### src/rtl/hazard_ctrl.sv
// hazard_ctrl: forwarding selects, load-use stall, branch squash and memory-wait freeze
// for the five-stage pipeline.
// Ports: clk, rst (sync, active-low); D/E/M/W register ids and write enables in;
// fad/fbd forwarding selects, stall_f/stall_d, flush_d/flush_e, freeze out;
// stall_cnt/flush_cnt performance counters, built only with HAZARD_PERF_CNT_EN
// and tied to 0 otherwise.
module hazard_ctrl #(
    parameter int REG_AW  = 5,
    parameter int MEM_LAT = 1,
    parameter int CNT_W   = 32
) (
    input  logic              clk,
    input  logic              rst,
    input  logic [REG_AW-1:0] rs_d,
    input  logic [REG_AW-1:0] rt_d,
    input  logic [REG_AW-1:0] rs_e,
    input  logic [REG_AW-1:0] rt_e,
    input  logic [REG_AW-1:0] dst_e,
    input  logic              regwrite_e,
    input  logic              mem2reg_e,
    input  logic [REG_AW-1:0] dst_m,
    input  logic              regwrite_m,
    input  logic              mem_req_m,
    input  logic [REG_AW-1:0] dst_w,
    input  logic              regwrite_w,
    input  logic              branch_taken_e,
    output logic [1:0]        fad,
    output logic [1:0]        fbd,
    output logic              stall_f,
    output logic              stall_d,
    output logic              flush_d,
    output logic              flush_e,
    output logic              freeze,
    output logic [CNT_W-1:0]  stall_cnt,
    output logic [CNT_W-1:0]  flush_cnt
);
    localparam int CW = (MEM_LAT > 0) ? $clog2(MEM_LAT + 1) : 1;
    localparam logic [0:0] RUN  = 1'b0;
    localparam logic [0:0] WAIT = 1'b1;
    logic [0:0]    state;
    logic [CW-1:0] cnt;
    logic          lu;
    logic          mem_wait;
    logic          act;
    assign fad = (regwrite_m && dst_m != '0 && dst_m == rs_e) ? 2'b10 :
                 (regwrite_w && dst_w != '0 && dst_w == rs_e) ? 2'b01 : 2'b00;
    assign fbd = (regwrite_m && dst_m != '0 && dst_m == rt_e) ? 2'b10 :
                 (regwrite_w && dst_w != '0 && dst_w == rt_e) ? 2'b01 : 2'b00;
    assign lu = mem2reg_e && regwrite_e && dst_e != '0 && (dst_e == rs_d || dst_e == rt_d);
    // The release cycle (WAIT with cnt==0) is unfrozen so the access leaves M.
    assign mem_wait = (MEM_LAT > 0) &&
                      ((state == RUN && mem_req_m) || (state == WAIT && cnt != '0));
    assign freeze  = rst && mem_wait;
    // Hazard controls act only out of reset and while the pipeline is not frozen.
    assign act     = rst && !mem_wait;
    assign flush_d = act && branch_taken_e;
    assign flush_e = act && (branch_taken_e || lu);
    assign stall_f = act && !branch_taken_e && lu;
    assign stall_d = stall_f;
    always_ff @(posedge clk) begin
        if (!rst) begin
            state <= RUN;
            cnt   <= '0;
        end else if (MEM_LAT > 0 && state == RUN && mem_req_m) begin
            state <= WAIT;
            cnt   <= CW'(MEM_LAT - 1);
        end else if (state == WAIT) begin
            if (cnt != '0) cnt <= cnt - CW'(1);
            else state <= RUN;
        end
    end
`ifdef HAZARD_PERF_CNT_EN
    always_ff @(posedge clk) begin
        if (!rst) begin
            stall_cnt <= '0;
            flush_cnt <= '0;
        end else begin
            if ((freeze || stall_f) && !(&stall_cnt)) stall_cnt <= stall_cnt + CNT_W'(1);
            if (flush_d && !(&flush_cnt)) flush_cnt <= flush_cnt + CNT_W'(1);
        end
    end
`else
    assign stall_cnt = '0;
    assign flush_cnt = '0;
`endif
endmodule

### config.mk
export PLATFORM = sky130hd
export DESIGN_NAME = hazard_ctrl
export DESIGN_NICKNAME = d
export VERILOG_FILES = /design/src/rtl/hazard_ctrl.sv
export SDC_FILE = /design/constraint.sdc
export NUM_CORES = 1
export LEC_CHECK = 0
export ABC_AREA = 1
export CAP_MARGIN = 30
export CORE_MARGIN = 10
export CORE_UTILIZATION = 28
export DETAILED_ROUTE_END_ITERATION = 10
export PLACE_DENSITY_LB_ADDON = 0.15
export SYNTH_ARGS = -nofsm -noshare
export SYNTH_HDL_FRONTEND = slang
export SYNTH_SLANG_ARGS = --single-unit
### constraint.sdc
create_clock -name clk -period 1.4 [get_ports clk]
set_input_delay 0.28 -clock clk [delete_from_list [all_inputs] [get_ports clk]]
set_output_delay 0.28 -clock clk [all_outputs]
set_load 0.01 [all_outputs]
==> results.md <==
- Status: completed
- Worst EP arrival: 1.10 ns
- WHS: 0.572 ns
- Setup Viol. Count Final: 0
- Final TNS setup: 0 ns
- PwrDens: around 300 nW/µm²
- Clock transition at the registers of the reported paths: 0 ns
- R2r setup slk: 0.70 ns
- Clk_lat worst skew: 0 ns
- Layout fillers: 415
- Total gr overflow: 0
- Final WS setup: 0.0193 ns
- I/O Buffers: 51
- Synth area leader: buf_4
- Final Non-Filler Cells: 277
- Final instance area: about 1500 µm²
- Maxcap violations: 0
- Fin nets: 273
- Startpoint Class: input port
- Top flop regs: state x1
- CP Max Fanout: 2
- RR Startpoint: state$_SDFF_PN0_
- Post-DR vias/cell: approximately 3.4
- Total design power: 0.439 mW
- R2R cell count: 2
- Die area: about 6600 µm²
- Post-synth top cells: buf_4, nand2_1, nor2_1
- Post-Route Skew: 0 ns
- First-pass GRT wire length: 4440 µm
- Area of the multi-input gates: between 800 and 900 µm²
- Critical path endpoint: fbd[0]
- Worst Setup SP: rt_e[3]
- VDD IR max: 0.129 mV
- Largest net degree at the start of global routing: 6
- Reg area: 20.0 µm²
- Die Width: 81.5 µm
- Area contributors post-synth: buf_4, xnor2_1, nand2_1, nor2_1, xor2_1
- Seq/Total Area, Yosys: 1.89%
- CP Class: in -> out
- Leak: 0.864 nW
- Element type at the critical path end: primary output
- Rows: 22
- Area post-placement: 1430 µm²
- Die Ht: 81.5 µm
- DP Worst Slack: -0.863 ns
- Top FF cell, synth: dfxtp_1
- Core area: roughly 3700 µm²
- WP data required: 1.12 ns
- RSZ-0062 raised after global routing: true
- Final core occ: 39.7%
- Max Freq: 724 MHz
- Vias in the first global route: 1,014
- Routability cong.: 0.816
- Tot GR Track Use: 7.92%
- Antenna violations before repair: 1
- Io pins: between 100 and 150
- Tcrit/Tclk final: between 90% and 100%
- First-pass DRT Iterations: 4
- Synth warn: 0
- EDFF count, synth: 0
- Fin. Hold Viols: 0
- Synthesized cell area: 1060 µm²
- DR WL/cell: 11.6 µm
- Share of cells above drive strength 1: 36.8%
- Number of flip-flops in the largest register: 1
- Asr flop ratio synth: 0%
- Minimum clock period: around 1.4 ns
- Syn avg cell area: 6.20 µm²
- Wirelength, routed: 3200 µm
- Worst Hold Launch: state$_SDFF_PN0_
- Most instantiated library cell after synthesis: buf_4
- Iter 0 DRT Violations: 17
- Library cells used by synthesis: 17
- Vias: between 900 and 1,000
- DRC Markers: 0
- Inst Count DP: 275
- DP Wirelength: 2910 µm
- Mapped Cells: 171
- #FFs+latches synth: 1
- Post-DRT Antenna Nets: 0
- FF-to-FF End: state$_SDFF_PN0_
- Post-synth top area share: a little under half
- Hold Path Class: reg -> reg
- Area Overhead vs Synth: 37.3%
- Largest Register: state
- Pins Over Slew Limit: 0
- Initial Util: 28.9%
## cell families (layout without fill, tap and decap cells)
family	Yosys count	count (layout)	synth area share, %
AO/OA/AOI/OAI	2	2	1.65
XOR/XNOR	22	22	18.2
buffers and inverters	81	75	51.7
flip-flops	1	1	1.89
other	1	65	0.354
AND/OR/NAND/NOR	64	64	26.2
## worst max-delay path, stage by stage
cell	delay, ns
buf_2	0.12
xnor2_2	0.14
nand2_1	0.11
nor3_4	0.24
nor2_1	0.07
buf_2	0.14
## final cells by class
cell class                      instances  share of cell area, %
Antenna cell                            1                  0.172
Inverter                               16                   4.13
Multi-Input combinational cell        152                   58.9
Sequential cell                         1                   1.38
Tap cell                               48                   4.13
Timing Repair Buffer                   59                   31.3
## worst min path at each step
stage / to / slack, ns / cells after the start
detailed placement: state$_SDFF_PN0_ / 0.51 / 2
floorplan: state$_SDFF_PN0_ / 0.42 / 1
finish: state$_SDFF_PN0_ / 0.57 / 2
CTS: state$_SDFF_PN0_ / 0.57 / 2
global placement: state$_SDFF_PN0_ / 0.50 / 2
global route: state$_SDFF_PN0_ / 0.59 / 2
## layer usage
metal	track usage (%)	share of wire [%]	wire, µm	vias to the layer above
met3	5.35	18	574	0
li1	-	-	-	501
met4	0	0	0	0
met1	8.79	37	1180	383
met5	0	0	0	-
met2	13.1	45	1450	71
## timing repair
item | in CTS | in global routing
pin swaps | 48 | 23
setup buffers | 1 | 0
setup endpoints to repair | 9 | 8
resized for setup | 198 | 38
hold buffers | 0 | 0
## cells in the final DEF, fill, tap and decap left out, types with 6 or more instances in the layout
| cell | netlist | layout |
|---|---|---|
| conb_1 | 1 | 64 |
| nand2_1 | 29 | 26 |
| buf_2 | 0 | 25 |
| nor2_1 | 18 | 12 |
| buf_6 | 0 | 12 |
| inv_1 | 12 | 10 |
| buf_4 | 65 | 10 |
| xnor2_1 | 15 | 8 |
| xnor2_2 | 0 | 7 |
| xor2_1 | 7 | 7 |
| inv_2 | 4 | 6 |
## report_power, final
| part | switching (mW) | internal [mW] | total [mW] |
|---|---|---|---|
| clock | 0 | 0.0000000954 | 0.0000000954 |
| combinational | 0.226 | 0.180 | 0.406 |
| sequential | 0.00158 | 0.0308 | 0.0324 |
| total | 0.228 | 0.211 | 0.439 |
(Power assumes the default switching activity.)
